[config.mk]
export PLATFORM = sky130hd
export DESIGN_NAME = uart_rx_sequencer_flat
export DESIGN_NICKNAME = d
export VERILOG_FILES = /design/src/rtl/uart_rx_sequencer_if.sv /design/src/rtl/uart_rx_sequencer.sv /design/src/flat_wrapper.sv
export SDC_FILE = /design/constraint.sdc
export NUM_CORES = 1
export LEC_CHECK = 0
export ABC_AREA = 0
export ABC_CLOCK_PERIOD_IN_PS = 5700
export CAP_MARGIN = 20
export CORE_AREA = 2 2 64 66
export CTS_CLUSTER_SIZE = 10
export DETAILED_ROUTE_END_ITERATION = 8
export DIE_AREA = 0 0 66 68
export GPL_TIMING_DRIVEN = 0
export HOLD_SLACK_MARGIN = 0.05
export MAX_ROUTING_LAYER = met4
export PLACE_DENSITY = 0.71
export RECOVER_POWER = 100
export SYNTH_ARGS = -nofsm -noshare
export SYNTH_HDL_FRONTEND = slang
export SYNTH_SLANG_ARGS = --single-unit
[constraint.sdc]
create_clock -name clk -period 5.7 [get_ports clk]
set_clock_uncertainty 0.05 [all_clocks]
set_input_delay 1.425 -clock clk [delete_from_list [all_inputs] [get_ports clk]]
set_output_delay 1.425 -clock clk [all_outputs]
set_load 0.01 [all_outputs]
[src/rtl/uart_rx_sequencer_if.sv]
// uart_rx_sequencer_if: serial line, note handshake and status pulses of the
// sequencer UART receiver, grouped in one bundle.
// slave  = the receiver (samples sig, produces notes and pulses)
// master = the consumer (drives the line and ready, reads notes)
interface uart_rx_sequencer_if;
   logic       sig;
   logic [7:0] data;
   logic [3:0] button_index;
   logic [3:0] pitch;
   logic       valid;
   logic       ready;
   logic       sync_pulse;
   logic       frame_error;
   logic       overrun;

   modport master (
      output sig, ready,
      input  data, button_index, pitch, valid, sync_pulse, frame_error, overrun
   );

   modport slave (
      input  sig, ready,
      output data, button_index, pitch, valid, sync_pulse, frame_error, overrun
   );
endinterface

[src/rtl/uart_rx_sequencer.sv]
// uart_rx_sequencer: 8N1 UART receiver that turns the serial step stream into
// note packets {pitch, button_index} on a valid/ready handshake, plus a
// one-cycle pulse for every SYNC_BYTE marker.
// Optional build macro UART_RX_MAJORITY_EN: every start/data/stop decision is a
// 2-of-3 vote over the samples at mid-1, mid and mid+1, taken one cycle later.
module uart_rx_sequencer #(
   parameter int         CLK_FREQ   = 12_000_000,
   parameter int         BAUD_RATE  = 9600,
   parameter int         DATA_WIDTH = 8,
   parameter logic [7:0] SYNC_BYTE  = 8'hFF
) (
   input logic               clk,
   input logic               rst,
   uart_rx_sequencer_if.slave bus
);

   localparam int CLKS_PER_BIT = CLK_FREQ / BAUD_RATE;
   localparam int HALF_BIT     = CLKS_PER_BIT / 2;
   localparam int CNT_W        = (CLKS_PER_BIT > 1) ? $clog2(CLKS_PER_BIT) : 1;

   localparam logic [CNT_W-1:0] BIT_LAST   = CNT_W'(CLKS_PER_BIT - 1);
`ifdef UART_RX_MAJORITY_EN
   localparam logic [CNT_W-1:0] START_LAST = CNT_W'(HALF_BIT);
`else
   localparam logic [CNT_W-1:0] START_LAST = CNT_W'(HALF_BIT - 1);
`endif
   localparam logic [2:0]       DATA_LAST  = 3'(DATA_WIDTH - 1);

   typedef enum logic [2:0] {
      IDLE,
      START,
      DATA,
      STOP,
      BREAK
   } state_t;

   state_t           r_state;
   state_t           w_nextState;
   logic             r_sync1;
   logic             r_sync2;
   logic [CNT_W-1:0] r_baudCnt;
   logic [2:0]       r_bitCnt;
   logic [7:0]       r_shift;
   logic [7:0]       r_data;
   logic             r_valid;
   logic             r_syncPulse;
   logic             r_frameError;
   logic             r_overrun;

   logic             w_s;
   logic [CNT_W-1:0] w_lastCount;
   logic             w_tick;
   logic             w_bit;
   logic             w_shiftEn;
   logic             w_accept;
   logic             w_frameErr;

   assign w_s         = r_sync2;
   assign w_lastCount = (r_state == START) ? START_LAST : BIT_LAST;
   assign w_tick      = (r_baudCnt == w_lastCount);

`ifdef UART_RX_MAJORITY_EN
   logic [1:0] r_vote;

   assign w_bit = (r_vote[0] & r_vote[1]) | (r_vote[0] & w_s) | (r_vote[1] & w_s);

   // Capture the two samples leading up to the decision count for the vote
   always_ff @(posedge clk) begin
      if (rst) begin
         r_vote <= 2'b11;
      end else begin
         if (r_baudCnt == w_lastCount - CNT_W'(2)) r_vote[0] <= w_s;
         if (r_baudCnt == w_lastCount - CNT_W'(1)) r_vote[1] <= w_s;
      end
   end
`else
   assign w_bit = w_s;
`endif

   // Two-flop synchronizer on the asynchronous line, idling high
   always_ff @(posedge clk) begin
      if (rst) begin
         r_sync1 <= 1'b1;
         r_sync2 <= 1'b1;
      end else begin
         r_sync1 <= bus.sig;
         r_sync2 <= r_sync1;
      end
   end

   // Frame state register
   always_ff @(posedge clk) begin
      if (rst) r_state <= IDLE;
      else     r_state <= w_nextState;
   end

   // Next-state decode and per-cycle strobes for the datapath
   always_comb begin
      w_nextState = r_state;
      w_shiftEn   = 1'b0;
      w_accept    = 1'b0;
      w_frameErr  = 1'b0;
      case (r_state)
         IDLE: begin
            if (!w_s) w_nextState = START;
         end
         START: begin
            if (w_tick) w_nextState = w_bit ? IDLE : DATA;
         end
         DATA: begin
            if (w_tick) begin
               w_shiftEn = 1'b1;
               if (r_bitCnt == DATA_LAST) w_nextState = STOP;
            end
         end
         STOP: begin
            if (w_tick) begin
               if (w_bit) begin
                  w_accept    = 1'b1;
                  w_nextState = IDLE;
               end else begin
                  w_frameErr  = 1'b1;
                  w_nextState = BREAK;
               end
            end
         end
         BREAK: begin
            if (w_s) w_nextState = IDLE;
         end
         default: w_nextState = IDLE;
      endcase
   end

   // Baud counter runs only inside a frame and wraps to 0 at every decision
   always_ff @(posedge clk) begin
      if (rst) begin
         r_baudCnt <= '0;
      end else if ((r_state == START || r_state == DATA || r_state == STOP) && !w_tick) begin
         r_baudCnt <= r_baudCnt + CNT_W'(1);
      end else begin
         r_baudCnt <= '0;
      end
   end

   // Bit index and LSB-first shift register for the data bits
   always_ff @(posedge clk) begin
      if (rst) begin
         r_bitCnt <= 3'd0;
         r_shift  <= 8'h00;
      end else begin
         if (r_state != DATA) r_bitCnt <= 3'd0;
         else if (w_shiftEn)  r_bitCnt <= r_bitCnt + 3'd1;
         if (w_shiftEn) r_shift <= {w_bit, r_shift[7:1]};
      end
   end

   // Byte classification, note handshake and one-cycle status pulses
   always_ff @(posedge clk) begin
      if (rst) begin
         r_data       <= 8'h00;
         r_valid      <= 1'b0;
         r_syncPulse  <= 1'b0;
         r_frameError <= 1'b0;
         r_overrun    <= 1'b0;
      end else begin
         r_syncPulse  <= 1'b0;
         r_overrun    <= 1'b0;
         r_frameError <= w_frameErr;
         if (r_valid && bus.ready) r_valid <= 1'b0;
         if (w_accept) begin
            if (r_shift == SYNC_BYTE) begin
               r_syncPulse <= 1'b1;
            end else if (!r_valid || bus.ready) begin
               r_data  <= r_shift;
               r_valid <= 1'b1;
            end else begin
               r_overrun <= 1'b1;
            end
         end
      end
   end

   assign bus.data         = r_data;
   assign bus.button_index = r_data[3:0];
   assign bus.pitch        = r_data[7:4];
   assign bus.valid        = r_valid;
   assign bus.sync_pulse   = r_syncPulse;
   assign bus.frame_error  = r_frameError;
   assign bus.overrun      = r_overrun;

endmodule

[src/flat_wrapper.sv]
// flat-port wrapper written by rule: the top's interface ports become plain ports
module uart_rx_sequencer_flat 
#(
   parameter int         CLK_FREQ   = 12_000_000,
   parameter int         BAUD_RATE  = 9600,
   parameter int         DATA_WIDTH = 8,
   parameter logic [7:0] SYNC_BYTE  = 8'hFF
)
  (clk, rst, bus_sig, bus_ready, bus_data, bus_button_index, bus_pitch, bus_valid, bus_sync_pulse, bus_frame_error, bus_overrun);
  uart_rx_sequencer_if bus_i ();
  input logic clk;
  input logic rst;
  input wire logic [$bits(bus_i.sig)-1:0] bus_sig;
  input wire logic [$bits(bus_i.ready)-1:0] bus_ready;
  output wire logic [$bits(bus_i.data)-1:0] bus_data;
  output wire logic [$bits(bus_i.button_index)-1:0] bus_button_index;
  output wire logic [$bits(bus_i.pitch)-1:0] bus_pitch;
  output wire logic [$bits(bus_i.valid)-1:0] bus_valid;
  output wire logic [$bits(bus_i.sync_pulse)-1:0] bus_sync_pulse;
  output wire logic [$bits(bus_i.frame_error)-1:0] bus_frame_error;
  output wire logic [$bits(bus_i.overrun)-1:0] bus_overrun;
  assign bus_i.sig = bus_sig;
  assign bus_i.ready = bus_ready;
  assign bus_data = bus_i.data;
  assign bus_button_index = bus_i.button_index;
  assign bus_pitch = bus_i.pitch;
  assign bus_valid = bus_i.valid;
  assign bus_sync_pulse = bus_i.sync_pulse;
  assign bus_frame_error = bus_i.frame_error;
  assign bus_overrun = bus_i.overrun;
  uart_rx_sequencer #(.CLK_FREQ(CLK_FREQ), .BAUD_RATE(BAUD_RATE), .DATA_WIDTH(DATA_WIDTH), .SYNC_BYTE(SYNC_BYTE)) u_core (.clk(clk), .rst(rst), .bus(bus_i));
endmodule
==> report_table.html <==
<table>
<tr><th>Metric</th><th>Value</th></tr>
<tr><th colspan="2">Floorplanning</th></tr>
<tr><td>Core area</td><td>between 3000 and 4000 µm²</td></tr>
<tr><td>Total Die Area</td><td>4490 µm²</td></tr>
<tr><td>Die width</td><td>around 66 µm</td></tr>
<tr><td>Cell row count</td><td>23</td></tr>
<tr><td>Initial Utilization</td><td>47.1%</td></tr>
<tr><td>Vertical die dimension</td><td>68 µm</td></tr>
<tr><td>Io pins</td><td>24</td></tr>
<tr><th colspan="2">Placement</th></tr>
<tr><td>Routability congestion estimate</td><td>0.849</td></tr>
<tr><td>Detail Placement HPWL</td><td>around 2.4 mm</td></tr>
<tr><td>Worst setup slack before clock tree synthesis</td><td>between 2000 and 3000 ps</td></tr>
<tr><td>Number of cells in the design after placement</td><td>between 200 and 300</td></tr>
<tr><td>Dpl cell area</td><td>2110 µm²</td></tr>
<tr><td>Number of port buffers</td><td>23</td></tr>
<tr><th colspan="2">Synth</th></tr>
<tr><td>Mean cell area of the mapped netlist</td><td>9.66 µm²</td></tr>
<tr><td>Largest cells by area after synthesis</td><td>dfxtp_1 (43%), mux2i_1 (9.4%), nand2b_1 (5.9%), nor3_1 (3.6%), buf_4 (3.3%)</td></tr>
<tr><td>Gate Count Post-Synth</td><td>188</td></tr>
<tr><td>Post-synthesis sequential element count</td><td>39</td></tr>
<tr><td>Library cell occupying the most area in the post-synthesis netlist</td><td>dfxtp_1</td></tr>
<tr><td>Synth top area share</td><td>43.0%</td></tr>
<tr><td>Post-Synthesis Net Count</td><td>around 200</td></tr>
<tr><td>Count of different cell masters after synthesis</td><td>39</td></tr>
<tr><td>Yosys warning count</td><td>0</td></tr>
<tr><td>Share of synthesized area occupied by flip-flops and latches</td><td>between 40% and 50%</td></tr>
<tr><td>Post-synthesis instance area</td><td>~1800 µm²</td></tr>
<tr><th colspan="2">Power</th></tr>
<tr><td>Comb pwr share</td><td>2.1%</td></tr>
<tr><td>Net Sw Power</td><td>104 µW</td></tr>
<tr><td>Power Total</td><td>513 µW</td></tr>
<tr><td>Reg power frac</td><td>53.4%</td></tr>
<tr><td>IR drop worst, VDD</td><td>0.152 mV</td></tr>
<tr><td>Static Leak</td><td>~0.97 nW</td></tr>
<tr><td>Switching part of the total power</td><td>20.3%</td></tr>
<tr><td>Ratio of total power to cell area</td><td>231 nW/µm²</td></tr>
<tr><td>Clock share of power</td><td>44.5%</td></tr>
<tr><td>Cell internal pwr</td><td>409 µW</td></tr>
<tr><th colspan="2">Clock tree</th></tr>
<tr><td>Setup Buffers After CTS</td><td>0</td></tr>
<tr><td>TritonCTS clock tree</td><td>done</td></tr>
<tr><td>CTS max path bufs</td><td>2</td></tr>
<tr><td>Clock Root Buffer</td><td>clkbuf_8</td></tr>
<tr><td>Gates resized, CTS repair</td><td>0</td></tr>
<tr><td>Level count of the clock H-tree</td><td>2</td></tr>
<tr><td>Number of hold buffers added after CTS</td><td>0</td></tr>
<tr><td>Post-CTS clock slew at the launch and capture registers of the worst setup and hold paths</td><td>approximately 80 ps</td></tr>
<tr><td>Worst-skew pair later-pin latency</td><td>slightly below 300 ps</td></tr>
<tr><td># clock sinks</td><td>39</td></tr>
<tr><td>Number of buffers created by CTS</td><td>5</td></tr>
<tr><th colspan="2">Timing</th></tr>
<tr><td>Post-layout min period</td><td>2820 ps</td></tr>
<tr><td>Aggregate negative setup slack</td><td>0 ps</td></tr>
<tr><td>Setup ws final</td><td>2880 ps</td></tr>
<tr><td>Final setup fails</td><td>0</td></tr>
<tr><td>Headroom to the max-slew limit</td><td>58.1%</td></tr>
<tr><td>Slew at the pin closest to its max-slew limit</td><td>620 ps</td></tr>
<tr><td>Post-Route Hold Slack</td><td>364 ps</td></tr>
<tr><td>RSZ-0062 raised after global routing</td><td>no</td></tr>
<tr><td>Period Utilization, post-route</td><td>49.4%</td></tr>
<tr><td>Number of hold-slack violations in the final timing report</td><td>0</td></tr>
<tr><td>Maximum achievable frequency</td><td>between 300 and 400 MHz</td></tr>
<tr><td>Final slew viol count</td><td>0</td></tr>
<tr><th colspan="2">Global route</th></tr>
<tr><td>Number of antenna violations at the first check in global routing</td><td>0</td></tr>
<tr><td>Via count of the first global-routing pass</td><td>between 1,000 and 1,500</td></tr>
<tr><td>Wire length of the first global-routing pass</td><td>about 5.6 mm</td></tr>
<tr><td>Maximum number of pins on one net before global-route repair</td><td>14</td></tr>
<tr><td>Global route overflow</td><td>0</td></tr>
<tr><td>Total global routing track utilization</td><td>17.0%</td></tr>
<tr><th colspan="2">Run</th></tr>
<tr><td>Reported max-cap violation count</td><td>0</td></tr>
<tr><th colspan="2">Detailed routing</th></tr>
<tr><td>Total via count in the routed design</td><td>~1,400</td></tr>
<tr><td>Routed length on met2</td><td>1.41 mm</td></tr>
<tr><td>Metal3 WL</td><td>134 µm</td></tr>
<tr><td>Avg Vias per Cell</td><td>5.06</td></tr>
<tr><td>Met1 Routed Length</td><td>1.68 mm</td></tr>
<tr><td>Final WL</td><td>about 3.3 mm</td></tr>
<tr><td>Iteration-0 DRC Markers</td><td>80</td></tr>
<tr><td>Detailed Routing Iterations Pass 1</td><td>7</td></tr>
<tr><td>Number of remaining DRC errors</td><td>0</td></tr>
<tr><td>Post-DRT Antenna Nets</td><td>0</td></tr>
<tr><td>Uppermost metal layer occupied by signal nets</td><td>met4</td></tr>
<tr><td>Wirelength per Cell</td><td>12.1 µm</td></tr>
<tr><th colspan="2">Setup path</th></tr>
<tr><td>Crit path launch</td><td>u_core.bus.data[7]</td></tr>
<tr><td>Req. time, crit path</td><td>4220 ps</td></tr>
<tr><td>Crit Path Max Fanout</td><td>3</td></tr>
<tr><td>Reg-to-reg slack, setup</td><td>3500 ps</td></tr>
<tr><td>Setup crit start kind</td><td>flop</td></tr>
<tr><td>R2r endpoint</td><td>u_core.bus.data[6]</td></tr>
<tr><td>Slowest stage cell, crit path</td><td>dlygate4sd3_1</td></tr>
<tr><td>RR Startpoint</td><td>u_core.r_baudCnt[0]</td></tr>
<tr><td>Classification of the worst setup path</td><td>flop to output port</td></tr>
<tr><td>Capturing instance or port of the critical path</td><td>bus_pitch[3]</td></tr>
<tr><td>Worst path cell trace</td><td>buf_4 -&gt; dlygate4sd3_1</td></tr>
<tr><td>Crit. End Element</td><td>output port</td></tr>
<tr><td>Slowest cell delay on critical path</td><td>590 ps</td></tr>
<tr><td>Worst reg-to-reg path cell count</td><td>5</td></tr>
<tr><td>CP Data Arrival Time</td><td>1340 ps</td></tr>
<tr><th colspan="2">Cells and area</th></tr>
<tr><td>Share of the core filled with cells in the final layout</td><td>57.6%</td></tr>
<tr><td>Non-filler cells in the finished layout</td><td>269</td></tr>
<tr><td>Post-layout nets</td><td>225</td></tr>
<tr><td>Design area</td><td>2220 µm²</td></tr>
<tr><td>Fraction of final layout cells with drive strength greater than 1</td><td>11.0%</td></tr>
<tr><td>Layout-stage area growth over the synthesis result</td><td>22.3%</td></tr>
<tr><td>Diode insertion count for antenna repair</td><td>0</td></tr>
<tr><td>Fill cell instance count of the final layout</td><td>365</td></tr>
<tr><th colspan="2">Outcome</th></tr>
<tr><td>Status</td><td>finished clean</td></tr>
<tr><th colspan="2">Hold path</th></tr>
<tr><td>Kind of path behind the tightest hold check</td><td>flop to flop</td></tr>
</table>
## sequential cells by signal, summed over array words and instances (netlist names)
signal and count:
u_core.r_baudCnt 11, u_core.r_bitCnt 3, u_core.r_sync2 1, u_core.bus.valid 1, u_core.bus.sync_pulse 1, u_core.bus.overrun 1, u_core.r_state 3, u_core.r_sync1 1
u_core.bus.frame_error 1, u_core.bus.data 8, u_core.r_shift 8
## cells in the final DEF (no fill, tap or decap), types with 3 or more instances in the layout
cell	count
nand3_1	9
nor3_1	13
a21oi_1	5
inv_1	3
xnor2_1	5
o21ai_0	4
dfxtp_1	39
clkbuf_1	8
nor2_1	6
nand2_1	7
nand4_1	3
a2111o_1	3
and3_1	4
dlygate4sd3_1	21
or2_2	3
mux2i_1	17
clkbuf_8	5
xor2_1	4
ha_1	3
nand2b_1	17
buf_4	8
## routing by layer
metal	vias up	global-route usage, %
li1	724	-
met1	606	22.2
met2	26	25.5
met3	5	5.43
met4	0	4.59
met5	-	-
## how the worst min path moves through the flow
stage	from	endpoint	slack (ps)	cells after the start
after global placement	u_core.r_sync1	u_core.r_sync2	340	1
after CTS	u_core.r_sync1	u_core.r_sync2	370	1
after floorplan	u_core.r_sync1	u_core.r_sync2	340	1
final	u_core.r_sync1	u_core.r_sync2	360	1
after detailed placement	u_core.r_sync1	u_core.r_sync2	350	1
after global routing	u_core.r_sync1	u_core.r_sync2	380	1
## kinds of logic (layout without fill, tap and decap cells)
group	count (synthesis)	in the layout	synth area share (%)
AOI/OAI and AO/OA	20	20	7.78
xor gates and xnor gates	9	9	4.34
DFF	39	39	43.0
and+or+nand+nor	79	79	26.7
adders and majority gates	3	3	2.07
buffers and inverters	21	52	6.82
muxes	17	17	9.37
## cells in the mapped netlist
master    instances
buf_4             8
and4_1            1
o2bb2a_1          1
o21ai_0           4
nand4_2           2
a31oi_1           1
a21oi_1           5
or2_2             3
a311oi_1          1
xnor2_1           5
nand2b_1         17
nand3_1           9
nand4b_1          1
a21o_1            1
o21a_1            1
a21boi_0          1
clkbuf_1          8
nor3b_1           2
or3b_1            1
nor3_1           13
nand2_1           7
o211ai_1          2
nor4_1            2
ha_1              3
inv_1             3
nor2_1            6
or4_1             1
nand4_1           3
nor4bb_1          2
mux2i_1          17
a2111o_1          3
or3_1             2
and3b_1           1
dfxtp_1          39
nand3b_1          1
and3_1            4
buf_6             2
xor2_1            4
nor4_4            1
## cell type report
class / instances / area [µm²] / share of cell area, %
clock buffers: 5 / 68.8 / 3.10
plain buffers: 18 / 113 / 5.07
flip-flops and latches: 39 / 781 / 35.1
well taps: 50 / 62.6 / 2.82
clock inverters: 3 / 43.8 / 1.97
inverters: 3 / 11.3 / 0.507
multi-input cells: 128 / 912 / 41.0
repair buffers: 23 / 230 / 10.4
## power by group through the flow
| stage | Clock (mW) | Sequential [mW] | Combinational, mW |
|---|---|---|---|
| floorplan | 0 | 0.280 | 0.00660 |
| global placement | 0 | 0.280 | 0.0109 |
| detailed placement | 0 | 0.280 | 0.0108 |
| CTS | 0.236 | 0.274 | 0.0108 |
| global route | 0.248 | 0.274 | 0.0119 |
| finish | 0.228 | 0.274 | 0.0106 |
## critical path, delay by kind of cell, from the launching register on
kind	cells	cell delay, ps
buffers and inverters	2	700
flip-flops	1	350
Power figures use the tool's default switching activity.
==> patch 1 (config.mk and constraints unchanged) <==
Build with the macro `UART_RX_MAJORITY_EN` defined.
--- a/src/rtl/uart_rx_sequencer.sv
+++ b/src/rtl/uart_rx_sequencer.sv
@@ -5,2 +5,4 @@
 // 2-of-3 vote over the samples at mid-1, mid and mid+1, taken one cycle later.
+`define UART_RX_MAJORITY_EN
+
 module uart_rx_sequencer #(
Check against the original RTL: no difference found for any inputs over 10 cycles, from zero or initial values and one cycle with rst high; that may be too few to reach the edited logic, so the function may still have changed.
==> patch 1 against the unedited design <==
Sequential cell count up 2; sequential share of layout area down 2.7 points; count of clock-buffer cells in the layout unchanged; power up 14%; critical path depth unchanged; routed wire length up 23%; worst hold slack about the same; setup slack worse by 0.015 ns; design area up 14%; synthesized area up 16%; fmax down 0.54%; critical path type unchanged; largest power group unchanged.
==> patch 1: results (changes against the unedited design) <==
[synth]
yosysSeqAreaShare_pct=39.0  ; -4.0 points
synth-xor-area-share_pct=3.75  ; -0.59 points
synth_cell_types=51  ; +31%
synthMuxAreaShare_pct=4.76  ; -4.6 points
synth-compound-area-share_pct=12.2  ; +4.4 points
syn_inst=221  ; +18%
synthTopCellsByArea=dfxtp_1 (39%), mux2i_1 (4.8%), buf_4 (4.3%)
synth_nets=230  ; +18%

[placed_design]
preCtsSetupSlack_ns=2.68  ; -0.0242 ns
gp_congestion=0.833  ; -1.9%
dpl_cell_area_sq_um=2400  ; +14%
dp_cells=294  ; +13%
hpwl_um=2930  ; +23%

[outcome]
run_status=complete, no violations

[routing]
met2WireLength_um=1700  ; +20%
viasPerCell=5.63  ; +11%
met3_length_um=181  ; +35%
drt-met1-wl_um=2080  ; +24%

[grt]
grt.met2_usage_pct=29.7  ; +4.2 points
grt_max_degree=15  ; +1
grtUsageMet3_pct=5.59  ; +0.16 points
grt_use_total_pct=21.2  ; +4.2 points

[sta]
max_slew_margin_pct=56.7  ; -1.4 points

[finish]
layout.nets=260  ; +16%
drive_gt1_share_pct=14.7  ; +3.7 points
fill_cells=349  ; -4.4%

[pwr]
switching_power_mw=0.114  ; +9.5%
seq_power_mw=0.288  ; +5%
peakVddDrop_mv=0.183  ; +20%
p_comb_mw=0.0131  ; +24%

[worst_setup_path]
r2r_cells=6  ; +1

## patch 1: worst paths after layout
check	from	endpoint	slack, ns
setup / recovery	u_core.bus.data[0]	bus_data[0]	2.87
hold / removal	u_core.r_sync1	u_core.r_sync2	0.36
setup reg to reg	u_core.r_baudCnt[0]	u_core.r_state[0]	3.89
hold reg to reg	u_core.r_sync1	u_core.r_sync2	0.36
## patch 1: worst reg2reg max path: cells and delay by family, from the launching register on
family          cells  cell delay [ns]
compound gates      2             0.54
flops               1             0.41
simple gates        2             0.37
fa+ha+maj           1             0.19
buf+inv             1             0.15
## patch 1: final cells by class
class | instances | area [sq um] | area share, %
Multi-Input combinational cell | 153 | 1110 | 44.1
Sequential cell | 41 | 821 | 32.5
Timing Repair Buffer | 23 | 230 | 9.11
Buffer | 22 | 144 | 5.69
Clock buffer | 5 | 68.8 | 2.72
Clock inverter | 3 | 68.8 | 2.72
Tap cell | 50 | 62.6 | 2.48
Inverter | 5 | 18.8 | 0.743
==> patch 2 (config.mk and constraints unchanged) <==
Without the edit above. Encoding of `state_t`: now one-hot (5 bits for 5 states).
--- a/src/rtl/uart_rx_sequencer.sv
+++ b/src/rtl/uart_rx_sequencer.sv
@@ -28,8 +28,8 @@
 
-   typedef enum logic [2:0] {
-      IDLE,
-      START,
-      DATA,
-      STOP,
-      BREAK
+   typedef enum logic [4:0] {
+      IDLE  = 5'b00001,
+      START = 5'b00010,
+      DATA  = 5'b00100,
+      STOP  = 5'b01000,
+      BREAK = 5'b10000
    } state_t;
Behaviour: no difference found for any inputs over 10 cycles, from zero or initial values and one cycle with rst high; not proved beyond that.
==> patch 2 against the unedited design <==
The flow now finishes with violations (max-capacitance violations, max-slew violations); routed wire length up 2.4%; via count up 2.5%; synthesized cell count up 0.53%; fmax down 32%; count of clock-buffer cells in the layout up 1; sequential cell count up 2; setup slack worse by 1.3 ns; synthesized area down 1.6%; worst hold slack about the same; design area down 3.9%; critical endpoint is now u_core.bus.data[7].
Power is not compared: it rests on default switching activity, and its combinational part moved more than twofold at a synthesized area within 25%.
==> patch 2: results (changes against the unedited design) <==
[outcome]
run_status=finished with violations
violations=max-capacitance violations, max-slew violations

[worst_setup_path]
cp-endpoint=u_core.bus.data[7]
reg2reg_slack_ns=1.86  ; -1.64 ns
critical_path_arrival_ns=4.26  ; +2.92 ns
critPathLaunch=bus_ready
r2r_end=u_core.bus.data[7]
path_max_fanout=8  ; +5

[finish]
multi_input_gates=130  ; +1.6%
fin_cells=268  ; -0.37%
post-route-util_pct=55.4  ; -2.2 points
seqCellArea_sq_um=821  ; +5.1%
clock_buffers=6  ; +1
multi_input_area_sq_um=845  ; -7.4%
fill_cells=375  ; +2.7%
inverters=4  ; +1
clkCellAreaFrac_pct=4.22  ; -0.85 points
sh_seq_area_pct=38.4  ; +3.3 points
signal_buffers=36  ; -12%
nonClkBufAreaFrac_pct=14.2  ; -1.3 points
drive_gt1_share_pct=8.26  ; -2.7 points

[placed_design]
preCtsSetupSlack_ns=2.42  ; -0.276 ns
gp_congestion=0.887  ; +4.4%
hpwl_um=2440  ; +2.6%
dpl_cell_area_sq_um=2070  ; -1.8%
io_buffers=22  ; -4.3%

[routing]
met3_length_um=138  ; +3.0%
met2WireLength_um=1460  ; +3.2%
dr.pass1.iters=4  ; -3
post_drt_wl_per_cell_um=12.5  ; +2.8%
drt_iter0_drc=72  ; -10%
viasPerCell=5.21  ; +2.9%
drt-met1-wl_um=1690  ; +0.89%

[flow_run]
drv_cap=1  ; +1

[grt]
grt_use_total_pct=17.7  ; +0.73 points
grt_max_degree=13  ; -1
grt_pass1_wl_um=5890  ; +4.9%
grt_use_met1_pct=22.4  ; +0.23 points
grt.met2_usage_pct=27.0  ; +1.5 points

[sta]
finalMaxSlewViolations=9  ; +9
finalHoldWorstSlack_ns=0.364  ; +0.000195 ns
max_freq_mhz=241  ; -32%
max_slew_margin_pct=-58.9  ; -120 points

[synth]
syn_inst=189  ; +0.53%
synthTopCellsByCount=dfxtp_1 (41), nor2_1 (32), mux2i_1 (18), buf_4 (8)
synthTopCellsByArea=dfxtp_1 (46%), mux2i_1 (10%), nor2_1 (6.7%)
yosysSeqAreaShare_pct=45.9  ; +2.9 points

[clock_network]
clock-sinks=41  ; +5.1%

==> patch 2: cell types whose count changed after synthesis, moves of 3 or more <==
cell / before / now
clkbuf_1: 8 / 4
nand2b_1: 17 / 0
nor2_1: 6 / 32
nor2b_1: 0 / 4
nor3_1: 13 / 6
o41ai_1: 0 / 3
==> patch 2: logic make-up (layout without fill, tap and decap cells) <==
| kind of cell | Yosys count | in the layout | share of synthesized area (%) |
|---|---|---|---|
| simple gates | 79 | 79 | 22.4 |
| flops | 41 | 41 | 45.9 |
| compound gates | 21 | 21 | 9.52 |
| mux | 18 | 18 | 10.1 |
| buf+inv | 18 | 47 | 5.60 |
| xor+xnor | 9 | 9 | 4.41 |
| fa+ha+maj | 3 | 3 | 2.10 |
==> patch 2: worst max-delay path: stages <==
cell and delay, ns:
clkdlybuf4s50_1 0.45, nor2b_1 0.07, a2111oi_1 1.92, mux2i_1 0.32, nor2_1 0.06
